`config.mk`:
```
export PLATFORM = sky130hd
export DESIGN_NAME = dac_frame_serializer
export DESIGN_NICKNAME = d
export VERILOG_FILES = /design/src/rtl/dac_frame_serializer.sv
export SDC_FILE = /design/constraint.sdc
export NUM_CORES = 1
export LEC_CHECK = 0
export ABC_AREA = 1
export BUFFER_PORTS_ARGS = -buffer_cell sky130_fd_sc_hd__buf_2
export CAP_MARGIN = 25
export CORE_MARGIN = 5
export CORE_UTILIZATION = 49
export CTS_CLUSTER_DIAMETER = 50
export CTS_CLUSTER_SIZE = 30
export DETAILED_ROUTE_END_ITERATION = 10
export GPL_ROUTABILITY_DRIVEN = 0
export GPL_TIMING_DRIVEN = 0
export PLACE_DENSITY = 0.69
export SKIP_LAST_GASP = 1
export SYNTH_ARGS = -nofsm -noshare
export SYNTH_HDL_FRONTEND = slang
export SYNTH_SLANG_ARGS = --single-unit
export TNS_END_PERCENT = 20
```
`constraint.sdc`:
```
create_clock -name clk_i -period 2.4 [get_ports clk_i]
set_input_delay 0.24 -clock clk_i [delete_from_list [all_inputs] [get_ports clk_i]]
set_output_delay 0.24 -clock clk_i [all_outputs]
set_load 0.01 [all_outputs]
```
`src/rtl/dac_frame_serializer.sv`:
```
// dac_frame_serializer
// Serial-DAC front end. Captures a frame of CHANNELS parallel samples into a
// pending buffer. When the serializer is idle it moves that frame into per-lane
// shift registers and shifts every lane out MSB-first on one shared DAC clock.
// After the last bit it raises chip select and pulses the latch strobe.
//
// Ports
//   clk_i          system clock
//   rst_i          synchronous, active-high reset
//   sample_i       frame input; channel c is at [c*SAMPLE_W +: SAMPLE_W]
//   sample_valid_i one-cycle strobe that captures sample_i into the pending buffer
//   invert_i       shift out (2^SAMPLE_W-1)-x instead of x (sampled at load)
//   mute_i         per-channel force to midscale (sampled at load)
//   dac_clk_o      shared DAC bit clock
//   dac_dat_o      per-channel serial data, changes only on the falling DAC clock
//   dac_csb_o      chip select, active low
//   dac_leb_o      latch enable, active low
//   busy_o         a frame is in flight
//   frame_done_o   one-cycle pulse at the end of a frame
//   overrun_o      one-cycle pulse when a pending frame is overwritten
//
// state    | meaning
// ---------+-----------------------------------------------------------
// IDLE     | waiting for a pending frame; loads the shifter when one exists
// SHIFT_LO | DAC clock low for CLK_DIV cycles; data already on the lanes
// SHIFT_HI | DAC clock high for CLK_DIV cycles; DAC samples on this rise
// LATCH    | chip select released, latch strobe low for CLK_DIV cycles

module dac_frame_serializer #(
  parameter int CHANNELS = 3,
  parameter int SAMPLE_W = 12,
  parameter int CLK_DIV  = 2
) (
  input  logic                         clk_i,
  input  logic                         rst_i,
  input  logic [CHANNELS*SAMPLE_W-1:0] sample_i,
  input  logic                         sample_valid_i,
  input  logic                         invert_i,
  input  logic [CHANNELS-1:0]          mute_i,
  output logic                         dac_clk_o,
  output logic [CHANNELS-1:0]          dac_dat_o,
  output logic                         dac_csb_o,
  output logic                         dac_leb_o,
  output logic                         busy_o,
  output logic                         frame_done_o,
  output logic                         overrun_o
);

  localparam int DIV_W = (CLK_DIV > 1) ? $clog2(CLK_DIV) : 1;
  localparam int BIT_W = $clog2(SAMPLE_W);
  localparam logic [DIV_W-1:0]    DIV_LAST = DIV_W'(CLK_DIV - 1);
  localparam logic [BIT_W-1:0]    BIT_LAST = BIT_W'(SAMPLE_W - 1);
  localparam logic [SAMPLE_W-1:0] MIDSCALE = {1'b1, {(SAMPLE_W-1){1'b0}}};

  localparam logic [1:0] ST_IDLE     = 2'd0;
  localparam logic [1:0] ST_SHIFT_LO = 2'd1;
  localparam logic [1:0] ST_SHIFT_HI = 2'd2;
  localparam logic [1:0] ST_LATCH    = 2'd3;

  logic [1:0]                         state;
  logic [DIV_W-1:0]                   div_cnt;
  logic [BIT_W-1:0]                   bit_cnt;
  logic [CHANNELS*SAMPLE_W-1:0]       pending;
  logic                               pending_flag;
  logic [CHANNELS-1:0][SAMPLE_W-1:0]  shift_reg;
  logic [CHANNELS-1:0][SAMPLE_W-1:0]  load_val;
  logic [CHANNELS-1:0][SAMPLE_W-1:0]  shift_next;
  logic [CHANNELS-1:0]                load_msb;
  logic [CHANNELS-1:0]                next_msb;
  logic                               load;
  logic                               div_tc;

  assign load   = (state == ST_IDLE) && pending_flag;
  assign div_tc = (div_cnt == '0);

  // Mute wins over invert. Inversion of an unsigned code is the bitwise complement.
  always_comb begin
    load_val   = '0;
    shift_next = '0;
    load_msb   = '0;
    next_msb   = '0;
    for (int c = 0; c < CHANNELS; c++) begin
      if (mute_i[c])
        load_val[c] = MIDSCALE;
      else if (invert_i)
        load_val[c] = ~pending[c*SAMPLE_W +: SAMPLE_W];
      else
        load_val[c] = pending[c*SAMPLE_W +: SAMPLE_W];
      load_msb[c]   = load_val[c][SAMPLE_W-1];
      shift_next[c] = {shift_reg[c][SAMPLE_W-2:0], 1'b0};
      next_msb[c]   = shift_reg[c][SAMPLE_W-2];
    end
  end

  // A valid on the load edge refills the buffer the shifter is emptying, so it
  // is not an overrun.
  always_ff @(posedge clk_i) begin
    if (rst_i) begin
      pending      <= '0;
      pending_flag <= 1'b0;
      overrun_o    <= 1'b0;
    end else begin
      overrun_o <= sample_valid_i && pending_flag && !load;
      if (sample_valid_i) begin
        pending      <= sample_i;
        pending_flag <= 1'b1;
      end else if (load) begin
        pending_flag <= 1'b0;
      end
    end
  end

  always_ff @(posedge clk_i) begin
    if (rst_i) begin
      state        <= ST_IDLE;
      div_cnt      <= '0;
      bit_cnt      <= '0;
      shift_reg    <= '0;
      dac_clk_o    <= 1'b0;
      dac_dat_o    <= '0;
      dac_csb_o    <= 1'b1;
      dac_leb_o    <= 1'b1;
      busy_o       <= 1'b0;
      frame_done_o <= 1'b0;
    end else begin
      frame_done_o <= 1'b0;
      case (state)
        ST_IDLE: begin
          if (pending_flag) begin
            shift_reg <= load_val;
            dac_dat_o <= load_msb;
            dac_csb_o <= 1'b0;
            busy_o    <= 1'b1;
            bit_cnt   <= '0;
            div_cnt   <= DIV_LAST;
            state     <= ST_SHIFT_LO;
          end
        end
        ST_SHIFT_LO: begin
          if (div_tc) begin
            dac_clk_o <= 1'b1;
            div_cnt   <= DIV_LAST;
            state     <= ST_SHIFT_HI;
          end else begin
            div_cnt <= div_cnt - 1'b1;
          end
        end
        ST_SHIFT_HI: begin
          if (div_tc) begin
            dac_clk_o <= 1'b0;
            div_cnt   <= DIV_LAST;
            if (bit_cnt == BIT_LAST) begin
              dac_csb_o <= 1'b1;
              dac_leb_o <= 1'b0;
              state     <= ST_LATCH;
            end else begin
              // New data goes out together with the falling DAC clock.
              shift_reg <= shift_next;
              dac_dat_o <= next_msb;
              bit_cnt   <= bit_cnt + 1'b1;
              state     <= ST_SHIFT_LO;
            end
          end else begin
            div_cnt <= div_cnt - 1'b1;
          end
        end
        ST_LATCH: begin
          if (div_tc) begin
            dac_leb_o    <= 1'b1;
            busy_o       <= 1'b0;
            frame_done_o <= 1'b1;
            state        <= ST_IDLE;
          end else begin
            div_cnt <= div_cnt - 1'b1;
          end
        end
        default: state <= ST_IDLE;
      endcase
    end
  end

endmodule

```
==> summary.txt <==
Yosys
  – Async set or reset register ratio after synthesis: 0%
  – Yosys warnings: 0
  – Post-synth top area share: 40.7%
  – Synthesized area: 0.00423 mm^2
  – Post-synth EDFFs: 0
  – Post-synthesis register bit count: 86
  – Syn Nets: 697
  – Sequential fraction of the synthesis area: 40.7%
  – Biggest area consumer among synthesized cells: dfxtp_1
  – Distinct cells, synth: 25
  – Ys flop type: dfxtp_1
  – Post-synthesis cell count: 647
  – Top cells by area, synth: dfxtp_1 (41%), nand2_1 (15%), nor2_1 (10%), o21ai_0 (7.7%), inv_1 (6.1%)
  – Syn Area/Cell: 6.54 um^2

CTS
  – Cts repair resizes: 0
  – CTS Hold Buffers Added: 0
  – Post-CTS Setup Inserts: 0
  – CTS tree: yes
  – Largest buffer count on any clock path: 2
  – # H-tree levels: 3
  – Clock root buffer: clkbuf_8
  – Worst-path clk slew: 0.10 ns
  – Cts bufs inserted: 9
  – CTS sink cnt: 86
  – Worst-Skew Late Latency: 0.36 ns

Timing
  – Min Tclk post-route: 1.90 ns
  – Final setup margin: 0.496 ns
  – Worst-Margin Slew: 0.592 ns
  – Setup tns final: 0 ns
  – Max Slew Vio Count: 0
  – RSZ-0062 raised after global routing: no
  – Final hold viol count: 0
  – Final setup viols: 0
  – Max Clock Skew: 0.0141 ns
  – Fin crit share: 79.4%
  – F_max: 525 MHz
  – Worst rel slew slack: 60.5%

Finish
  – Final design utilization: 58.2%
  – Layout cell share with drive strength beyond 1: 13.4%
  – Final nets: 759
  – Synthesis-to-layout area growth: 14.2%
  – Ant diodes: 0
  – Commonest non-fill, non-tap cells in the layout: nand2_1 (166), nor2_1 (116), dfxtp_1 (86), inv_1 (69), o21ai_0 (65)
  – Final-layout fill cell count: 841
  – Commonest non-fill, non-tap cell in the layout: nand2_1

Power
  – Share of total power in the clock network: 22.2%
  – Pwr dens: 1050 mW/mm^2
  – Worst vdd ir: 509 uV
  – Switching power: 1.98 mW
  – Int Power: 3.08 mW
  – Switching share of power: 39.2%
  – Sequential share of power: 36.4%
  – Combinational share of power: 41.4%
  – Leakage: 2.29 nW
  – Tot Pwr: 5.06 mW

Global routing
  – Initial antenna violation count: 0
  – Global Route met1 Usage: 27.5%
  – Largest net degree at the start of global routing: 15
  – Met3 Use GR: 4.74%
  – Layer with the highest usage: met2
  – Grt met2 use: 35.2%
  – Grt ovf: 0
  – First-pass GRT wire length: 17.7 mm
  – Vias in the first global route: 3809
  – GRT Overall Usage: 21.2%

Setup path
  – Crit Path Class: register to register
  – Critical Path Start Type: register
  – WP data required: 2.65 ns
  – Crit. End Element: register
  – Crit path DAT: 2.15 ns
  – Critical Path Fanout Max: 10

Drt
  – DRC viols: 0
  – Routed Antenna Nets: 0
  – Vias per cell: 5.01
  – 1st-pass router iterations: 6
  – Vias: 4105
  – Initial DRC Count: 234
  – DR WL/cell: 13.1 um
  – WL final: 10.7 mm

Placed design
  – Port Buffers: 51
  – Post-DP HPWL: 7.68 mm
  – DP Worst Slack: 0.501 ns

Floorplan
  – Starting Density: 51.0%
  – Die Span Y: 103 um
  – Core Region: 0.00830 mm^2
  – Site row count: 33
  – Die area: 0.0106 mm^2
  – I/O pin total: 52
  – Die X: 103 um

Status
  – Run status: complete, no violations

Worst hold path
  – HP Class: input pin to register

Flow run
  – Max-cap violation count: 0
## sequential cells by signal, summed over array words and instances (netlist names)
register,flops
overrun_o,1
pending_flag,1
state,2
shift_next,30
busy_o,1
dac_clk_o,1
div_cnt,1
dac_dat_o,3
next_msb,3
dac_csb_o,1
bit_cnt,4
dac_leb_o,1
pending,36
frame_done_o,1
## synth_stat cells (6+ instances only)
library cell / number
a21oi_1: 36
buf_2: 8
buf_4: 6
clkbuf_1: 19
dfxtp_1: 86
ha_1: 7
inv_1: 69
nand2_1: 166
nand3_1: 39
nor2_1: 116
o21ai_0: 65
o22ai_1: 8
## worst paths after layout
check | startpoint | cells after the start | end | slack [ns]
worst min-delay path | sample_i[26] | 3 | pending[26] | 0.09
worst max-delay path | state[0] | 9 | shift_next[16] | 0.50
worst max register to register | state[0] | 9 | shift_next[16] | 0.50
worst min register to register | dac_leb_o | 2 | dac_leb_o | 0.46
## kinds of logic (layout without fill, tap and decap cells)
logic type	count (synthesis)	count (layout)	synth area share [%]
and+or+nand+nor	334	334	32.7
AOI/OAI and AO/OA	110	110	13.3
buffers and inverters	110	177	11.2
DFF	86	86	40.7
adders and majority gates	7	7	2.07
## per-layer routing
metal / up-vias / share of wire (%)
met2: 105 / 46
li1: 2142 / -
met1: 1838 / 46
met4: 0 / 1.6
met5: - / 0
met3: 20 / 6.3
## power groups by stage
stage	Combinational [mW]	Clock (mW)	Sequential, mW
2_1_floorplan	1.58	0	1.87
3_3_place_gp	2.03	0	1.87
3_5_place_dp	2.07	0	1.88
4_1_cts	2.09	1.14	1.84
5_1_grt	2.39	1.21	1.88
6_report	2.09	1.12	1.84
## critical path, stage by stage (launching register included)
cell and delay, ns:
dfxtp_1 0.41, inv_1 0.12, ha_1 0.22, buf_4 0.17, inv_1 0.07, buf_4 0.19, clkbuf_1 0.33, o21ai_0 0.13
nor2_1 0.11, nor2_1 0.05
## area by class of cell
class	count	area, um^2	share of cell area, %
clock buffers	10	128	2.64
multi-input cells	451	2030	42.1
flip-flops and latches	86	1720	35.6
clock inverters	6	86.3	1.79
inverters	73	274	5.67
repair buffers	51	255	5.28
plain buffers	37	201	4.17
well taps	105	131	2.72
## metrics by stage
stage,area (um^2),instances,hold slack (ns)
after floorplan,4230,647,0.309
after global placement,4620,803,0.440
after detailed placement,4620,803,0.448
after CTS,4830,819,0.0871
after global routing,4830,819,0.0872
final,4830,819,0.0924
Note: power is estimated with default switching activity, not from simulation.
